File: src/rtl/hdlc_pkg.sv
`default_nettype none
// ----------------------------------------------------------------------------
// Module : hdlc_pkg
// Brief  : Shared HDLC receive constants and receiver state encoding
// Rev    : 1.0  initial release
// ----------------------------------------------------------------------------
package hdlc_pkg;

    localparam logic [7:0] FLAG      = 8'h7E;
    localparam logic [7:0] ABORT_WIN = 8'hFE;

    typedef enum logic [0:0] {
        HUNT  = 1'b0,
        FRAME = 1'b1
    } rx_state_t;

endpackage : hdlc_pkg
`default_nettype wire

File: src/rtl/rx_destuff.sv
`default_nettype none
// ----------------------------------------------------------------------------
// Module : rx_destuff
// Brief  : Drops HDLC stuffed zeros and assembles the remaining bits into bytes
// Rev    : 1.0  initial release
// ----------------------------------------------------------------------------
module rx_destuff
    import hdlc_pkg::*;
(
    input  logic       Clk,
    input  logic       Rst,
    input  logic       i_tapBit,
    input  logic       i_tapValid,
    input  logic       i_clear,
    output logic [7:0] o_data,
    output logic       o_newByte,
    output logic [2:0] o_bitCnt,
    output logic [7:0] o_byteCnt
);

    logic [2:0] r_onesCnt;
    logic [2:0] r_bitCnt;
    logic [7:0] r_byteCnt;
    logic [7:0] r_shift;
    logic [7:0] r_data;
    logic       r_newByte;

    logic       w_drop;
    logic [7:0] w_shiftNext;

    // A zero right after five ones was inserted by the transmitter.
    assign w_drop      = (r_onesCnt == 3'd5) && !i_tapBit;
    assign w_shiftNext = {i_tapBit, r_shift[7:1]};

    always_ff @(posedge Clk or negedge Rst) begin
        if (!Rst) begin
            r_onesCnt <= 3'd0;
            r_bitCnt  <= 3'd0;
            r_byteCnt <= 8'd0;
            r_shift   <= 8'd0;
            r_data    <= 8'd0;
            r_newByte <= 1'b0;
        end else begin
            r_newByte <= 1'b0;
            if (i_clear) begin
                r_onesCnt <= 3'd0;
                r_bitCnt  <= 3'd0;
                r_byteCnt <= 8'd0;
            end else if (i_tapValid) begin
                if (w_drop) begin
                    r_onesCnt <= 3'd0;
                end else begin
                    r_shift  <= w_shiftNext;
                    r_bitCnt <= r_bitCnt + 3'd1;
                    if (!i_tapBit) begin
                        r_onesCnt <= 3'd0;
                    end else if (r_onesCnt != 3'd5) begin
                        r_onesCnt <= r_onesCnt + 3'd1;
                    end
                    if (r_bitCnt == 3'd7) begin
                        r_data    <= w_shiftNext;
                        r_newByte <= 1'b1;
                        if (r_byteCnt != 8'hFF) begin
                            r_byteCnt <= r_byteCnt + 8'd1;
                        end
                    end
                end
            end
        end
    end

    assign o_data    = r_data;
    assign o_newByte = r_newByte;
    assign o_bitCnt  = r_bitCnt;
    assign o_byteCnt = r_byteCnt;

endmodule : rx_destuff
`default_nettype wire

File: src/rtl/rx_frame_decoder.sv
`default_nettype none
// ----------------------------------------------------------------------------
// Module : rx_frame_decoder
// Brief  : HDLC receive front end: flag/abort detection, destuffing, framing
// Rev    : 1.0  initial release
// ----------------------------------------------------------------------------
module rx_frame_decoder
    import hdlc_pkg::*;
(
    input  logic       Clk,
    input  logic       Rst,
    input  logic       Rx,
    input  logic       RxEN,
    output logic [7:0] Rx_Data,
    output logic       Rx_NewByte,
    output logic       Rx_FlagDetect,
    output logic       Rx_AbortDetect,
    output logic       Rx_ValidFrame,
    output logic       Rx_AbortSignal,
    output logic       Rx_EoF,
    output logic       Rx_FrameError
);

    logic [7:0] r_win;
    logic       r_flagDet;
    logic       r_abortDet;
    logic       r_tapBit;
    logic       r_tapValid;
    logic [2:0] r_skipCnt;
    rx_state_t  r_state;
    logic       r_eof;
    logic       r_abortSig;
    logic       r_frameErr;

    logic       w_flagMatch;
    logic       w_abortMatch;
    rx_state_t  w_nextState;
    logic       w_eof;
    logic       w_abortSig;
    logic       w_frameErr;
    logic       w_restart;
    logic       w_destuffValid;
    logic [2:0] w_bitCnt;
    logic [7:0] w_byteCnt;

    assign w_flagMatch  = (r_win == FLAG);
    assign w_abortMatch = (r_win == ABORT_WIN);

    // The bit leaving on a match edge is the pattern's first bit, so the
    // discard window starts on that edge and covers seven more.
    always_ff @(posedge Clk or negedge Rst) begin
        if (!Rst) begin
            r_win      <= 8'hFF;
            r_flagDet  <= 1'b0;
            r_abortDet <= 1'b0;
            r_tapBit   <= 1'b1;
            r_tapValid <= 1'b0;
            r_skipCnt  <= 3'd0;
        end else if (RxEN) begin
            r_win      <= {Rx, r_win[7:1]};
            r_flagDet  <= w_flagMatch;
            r_abortDet <= w_abortMatch;
            r_tapBit   <= r_win[0];
            if (w_flagMatch || w_abortMatch) begin
                r_tapValid <= 1'b0;
                r_skipCnt  <= 3'd7;
            end else if (r_skipCnt != 3'd0) begin
                r_tapValid <= 1'b0;
                r_skipCnt  <= r_skipCnt - 3'd1;
            end else begin
                r_tapValid <= 1'b1;
            end
        end else begin
            r_win      <= 8'hFF;
            r_flagDet  <= 1'b0;
            r_abortDet <= 1'b0;
            r_tapValid <= 1'b0;
            r_skipCnt  <= 3'd0;
        end
    end

    assign w_destuffValid = r_tapValid && (r_state == FRAME);

    rx_destuff u_destuff (
        .Clk        (Clk),
        .Rst        (Rst),
        .i_tapBit   (r_tapBit),
        .i_tapValid (w_destuffValid),
        .i_clear    (w_restart),
        .o_data     (Rx_Data),
        .o_newByte  (Rx_NewByte),
        .o_bitCnt   (w_bitCnt),
        .o_byteCnt  (w_byteCnt)
    );

    always_ff @(posedge Clk or negedge Rst) begin
        if (!Rst) begin
            r_state    <= HUNT;
            r_eof      <= 1'b0;
            r_abortSig <= 1'b0;
            r_frameErr <= 1'b0;
        end else begin
            r_state    <= w_nextState;
            r_eof      <= w_eof;
            r_abortSig <= w_abortSig;
            r_frameErr <= w_frameErr;
        end
    end

    always_comb begin
        w_nextState = r_state;
        w_eof       = 1'b0;
        w_abortSig  = 1'b0;
        w_frameErr  = r_frameErr;
        w_restart   = 1'b0;
        if (!RxEN) begin
            w_nextState = HUNT;
            w_frameErr  = 1'b0;
        end else begin
            case (r_state)
                HUNT: begin
                    w_frameErr = 1'b0;
                    if (r_flagDet) begin
                        w_nextState = FRAME;
                        w_restart   = 1'b1;
                    end
                end
                FRAME: begin
                    if (r_abortDet) begin
                        w_abortSig  = 1'b1;
                        w_nextState = HUNT;
                        w_frameErr  = 1'b0;
                    end else if (r_flagDet) begin
                        // A closing flag doubles as the next opening flag.
                        w_restart = 1'b1;
                        if ((w_byteCnt == 8'd0) && (w_bitCnt == 3'd0)) begin
                            w_frameErr = 1'b0;
                        end else begin
                            w_eof      = 1'b1;
                            w_frameErr = (w_bitCnt != 3'd0);
                        end
                    end
                end
                default: begin
                    w_nextState = HUNT;
                end
            endcase
        end
    end

    assign Rx_FlagDetect  = r_flagDet;
    assign Rx_AbortDetect = r_abortDet;
    assign Rx_ValidFrame  = (r_state == FRAME);
    assign Rx_AbortSignal = r_abortSig;
    assign Rx_EoF         = r_eof;
    assign Rx_FrameError  = r_frameErr;

endmodule : rx_frame_decoder
`default_nettype wire

File: config.mk
export PLATFORM = sky130hd
export DESIGN_NAME = rx_frame_decoder
export DESIGN_NICKNAME = d
export VERILOG_FILES = /design/src/rtl/hdlc_pkg.sv /design/src/rtl/rx_destuff.sv /design/src/rtl/rx_frame_decoder.sv
export SDC_FILE = /design/constraint.sdc
export NUM_CORES = 1
export LEC_CHECK = 0
export CAP_MARGIN = 10
export CORE_ASPECT_RATIO = 1.75
export CORE_MARGIN = 8
export CORE_UTILIZATION = 61
export CTS_CLUSTER_DIAMETER = 120
export DETAILED_ROUTE_END_ITERATION = 12
export PLACE_DENSITY = 0.94
export SETUP_SLACK_MARGIN = 0.1
export SLEW_MARGIN = 5
export SYNTH_ARGS = -nofsm -noshare
export SYNTH_HDL_FRONTEND = slang
export SYNTH_SLANG_ARGS = --single-unit
File: constraint.sdc
create_clock -name Clk -period 2.9 [get_ports Clk]
set_clock_uncertainty 0.15 [all_clocks]
set_input_delay 0.29 -clock Clk [delete_from_list [all_inputs] [get_ports Clk]]
set_output_delay 0.29 -clock Clk [all_outputs]
set_load 0.02 [all_outputs]
### Word-level counts from Yosys, hierarchy flattened

Index checks and enable logic that the tools add are counted.

* bits in registers: 50
* input port bits: 4
* output and inout port bits: 15
* word-level logic and storage cells: 96

* add/subtract/negate cells: 4
* equality and inequality tests: 10
* mux-type cells: 46
* bitwise logic cells: 3
* reductions and logical operators: 17

Operators by type and width (number)
* $mux W8: 6
* $mux W3: 11
* $mux W1: 26
* $add A8 B1 Y8 const B: 1
* $eq A8 B7 Y1 const B: 1
* $eq A8 B8 Y1 const B: 1
* $logic_not A8 Y1: 1
* $ne A8 B8 Y1 const B: 1
* $reduce_and A4 Y1: 2
* $add A3 B1 Y3 const B: 2
* $eq A3 B3 Y1 const B: 2
* $pmux W1 S2: 3
* $reduce_bool A2 Y1: 3
* $reduce_bool A3 Y1: 2
* $ne A4 B1 Y1 const B: 1
* $ne A4 B4 Y1 const B: 1
* $reduce_and A2 Y1: 2
* $logic_and A1 B1 Y1: 3
* $logic_not A3 Y1: 1
* $ne A3 B1 Y1 const B: 1
* $ne A3 B3 Y1 const B: 1
* $not A1 Y1: 3
* $reduce_and A3 Y1: 1
* $sub A3 B1 Y3 const B: 1
* other kinds (3): 3

### Longest topological paths before layout

* depth after elaboration: 7
* gate-level depth with buffers: 7
* depth with buffers taken out: 6

### Hierarchy

From an unflattened synthesis, not the netlist that was laid out.

* cells, all modules: 173
* area, all modules: 2160.8 um^2

By module, submodules not included
* rx_destuff: instances 1, cells an instance 113, area each 1377.6 um^2, sequential area each 750.7 um^2
* rx_frame_decoder: instances 1, cells an instance 60, area each 783.3 um^2, sequential area each 486.7 um^2

### Least setup slack after synthesis

Ideal clock, no wire load.

* path type: reg2reg
* start: reg u_destuff.r_onesCnt[0]
* end: reg u_destuff.r_byteCnt[5], in the netlist u_destuff.o_byteCnt[5]
* library setup time: 0.079 ns
* arrival time: 1.637 ns
* data required time: 2.671 ns
* path slack: 1.033 ns
* cell stages (with the launch flop): 7
* buffers on the path: 1
* clock period less this slack: 1.867 ns
* path through: dfrtp_1 ha_1 nand2_2 o2111ai_4 buf_2 nor4_2 mux2i_1

* cells in the longest elaborated chain, start to end: 4

RTL lines
* start: declaration: RTL line rx_destuff.sv:21 `logic [2:0] r_onesCnt;`
* start signal: assignment: RTL line rx_destuff.sv:58 `r_onesCnt <= r_onesCnt + 3'd1;`
* $eq A3 B3 Y1: RTL line rx_destuff.sv:32 `assign w_drop = (r_onesCnt == 3'd5) && !i_tapBit;`
* $logic_and A1 B1 Y1: RTL line rx_destuff.sv:32
* $ne A2 B1 Y1 (no line)
* $reduce_and A4 Y1 (no line)
* end signal: assignment: RTL line rx_destuff.sv:64 `r_byteCnt <= r_byteCnt + 8'd1;`
* end: declaration: RTL line rx_destuff.sv:23 `logic [7:0] r_byteCnt;`

No other way between the ends.
A chain may end at the register's enable or synchronous reset.

### Worst setup path after layout

* start: reg u_destuff.r_onesCnt[0]
* end: reg u_destuff.r_byteCnt[3], in the netlist u_destuff.o_byteCnt[3]

The elaborated chain is that of the path after synthesis.

==> impl_metrics.tcl <==
set metrics [dict create \
    use_met3 0.0371 \
    drive_gt1_frac 0.205 \
    drt-initial-drc-count 23 \
    status "finished clean" \
    clkSinkCount 49 \
    yosysMostFrequentCell "dfrtp_1" \
    maxCapViolCount 0 \
    grt_pass1_wl_um 6780 \
    post-route-util 0.713 \
    finalSetupViolations 0 \
    pwr-share-comb 0.155 \
    seq_area_frac_synth 0.547 \
    die_x_um 62.0 \
    power.share.clock 0.280 \
    seqPwrFrac 0.565 \
    synthTopCellsByCount "dfrtp_1, nand2b_1" \
    p_per_area_nw_per_um2 535 \
    slew_headroom 0.327 \
    routed_wl_um 3900 \
    period_needed_ns 2.08 \
    diodes 0 \
    syn-num-nets 196 \
    ios 19 \
    initial_utilization 0.629 \
    finalSetupTns_ns 0 \
    wl_per_cell_um 15.5 \
    worst_ep_required_time_ns 2.97 \
    cts_root_buffer "clkbuf_8" \
    tightest_slew_ns 1.01 \
    firstDrtPassIters 4 \
    worst_setup_path_start_kind "flop" \
    ir_worst_vdd_mv 0.631 \
    syn_area_um2 2260 \
    num_vias 1439 \
    finalCritPeriodShare 0.716 \
    path_class "reg2reg" \
    port_buffers 18 \
    leakagePower_nw 1.15 \
    yosys.cell_types.count 42 \
    vias_per_cell 5.73 \
    ys_warn_count 0 \
    gr-usage-all-layers 0.149 \
    cts_resized 0 \
    cts_tree "yes" \
    fp.dieArea_um2 5990 \
    grtUsageMet1 0.168 \
    synth_area_leaders "dfrtp_1, dfstp_2, ha_1, mux2_4, mux2_2" \
    fin_nets 217 \
    ys_seq_elements 49 \
    overflow 0 \
    finalPower_mw 1.37 \
    avgSynthCellArea_um2 12.4 \
    arrival_ns 2.15 \
    crit_fanout 14 \
    intPower_mw 1.00 \
    clock_path_buffers 2 \
    p_sw_mw 0.371 \
    syn_inst 183 \
    synthFlopType "dfrtp_1" \
    rsz0062_at_grt "false" \
    max_freq_mhz 481 \
    die_height_um 96.5 \
    clk_pin_slew_ns 0.09 \
    swShare 0.271 \
    insertion_delay_ns 0.30 \
    dp_hpwl_um 2810 \
    grt_pass1_vias 1495 \
    antenna_found_initial 0 \
    grt_max_degree 50 \
    core_area_um2 3590 \
    areaGrowthSynthToFinish_pct 13.3 \
    holdCritPathClass "in2async" \
    timing_hold_violations_final 0 \
    worstSetupEndpointType "flop" \
    numCtsBuffers 5 \
    postCtsSetupRepairBufs 0 \
    rows 29 \
    cts_hold_buf 0 \
    htreeDepth 2 \
    drv_slew 0 \
    grt.busiest_layer "met2" \
    grt_use_met2 0.262 \
    async_flop_share 1.00 \
    antenna_left 0 \
    yosys.area.top_type "dfrtp_1" \
    synth-edff-count 0 \
    post-route-drc-count 0 \
    gp_congestion 0.772 \
    synth_top_area_frac 0.443 \
]
sequential cells by signal (all words and copies together), names as in the netlist:
signal / flops
r_tapBit: 1
u_destuff.r_onesCnt: 3
Rx_AbortSignal: 1
Rx_AbortDetect: 1
r_skipCnt: 3
Rx_ValidFrame: 1
u_destuff.o_bitCnt: 3
Rx_FlagDetect: 1
u_destuff.r_shift: 7
u_destuff.o_newByte: 1
r_tapValid: 1
u_destuff.o_byteCnt: 8
r_win: 8
Rx_FrameError: 1
Rx_EoF: 1
u_destuff.o_data: 8
area by class of cell:
cell class / instances / area, um^2
well taps: 46 / 57.6
fillers: 235 / 1030
inverters: 9 / 33.8
clock inverters: 2 / 13.8
repair buffers: 20 / 190
multi-input cells: 119 / 956
flip-flops and latches: 49 / 1240
clock buffers: 6 / 72.6
logic make-up after synthesis:
group,after synthesis,synth area share
AO/OA/AOI/OAI,29,0.0996
multiplexers,20,0.109
AND/OR/NAND/NOR,59,0.157
buffers and inverters,15,0.0299
flip-flops,49,0.547
adder cells (fa/ha/maj),9,0.0498
XOR/XNOR,2,0.00775
stage by stage:
stage / cells / hold WS, ns / worst slack [ns] / area [um^2]
after floorplan: 183 / -0.156 / 1.03 / 2260
after global placement: 243 / 0.321 / 0.893 / 2470
after detailed placement: 243 / 0.331 / 0.845 / 2470
after CTS: 251 / 0.0415 / 0.827 / 2560
after global routing: 251 / 0.108 / 0.710 / 2560
final: 251 / 0.0149 / 0.823 / 2560
placed cells by master, fill, tap and decap left out, types with 3 or more instances in the layout:
| cell | count |
|---|---|
| dfrtp_1 | 40 |
| nand2_1 | 9 |
| mux2_2 | 9 |
| a21oi_1 | 8 |
| o41ai_1 | 3 |
| mux2_4 | 7 |
| or4_1 | 3 |
| a21boi_0 | 3 |
| nand2b_1 | 11 |
| nor2_1 | 9 |
| nand3_1 | 5 |
| o21ai_0 | 5 |
| clkdlybuf4s50_1 | 17 |
| ha_1 | 9 |
| nand4_1 | 3 |
| dfstp_2 | 9 |
| and3_1 | 3 |
| clkbuf_8 | 5 |
| mux2i_1 | 4 |
| inv_1 | 9 |
path summary, 6_finish.rpt:
check                      slack, ns                    from                endpoint  cells past startpoint
max                             0.82  u_destuff.r_onesCnt[0]  u_destuff.o_byteCnt[3]                      5
min in group Clk                0.35                r_win[3]                r_win[2]                      1
max reg2reg                     0.82  u_destuff.r_onesCnt[0]  u_destuff.o_byteCnt[3]                      5
min                             0.01                     Rst  u_destuff.o_byteCnt[4]                      1
max in group asynchronous       1.96                     Rst  u_destuff.o_byteCnt[3]                      1
min reg2reg                     0.35                r_win[3]                r_win[2]                      1
critical path: stages, from the launching register on:
cell       delay (ns)
dfrtp_1          0.43
ha_1             0.24
nand2_2          0.17
o2111ai_4        0.28
or4_1            0.58
a21oi_1          0.15
per-layer routing:
metal / share of wire / routed length [um]
met2: 0.53 / 2080
met3: 0.042 / 164
met5: 0 / 0
met1: 0.41 / 1600
met4: 0.013 / 52
power by group through the flow:
| stage | clock network (mW) | registers, mW | logic, mW |
|---|---|---|---|
| floorplan | 0 | 0.778 | 0.160 |
| global placement | 0 | 0.785 | 0.202 |
| detailed placement | 0 | 0.788 | 0.213 |
| CTS | 0.393 | 0.775 | 0.216 |
| global route | 0.419 | 0.782 | 0.250 |
| finish | 0.383 | 0.775 | 0.213 |
(Power assumes the default switching activity.)
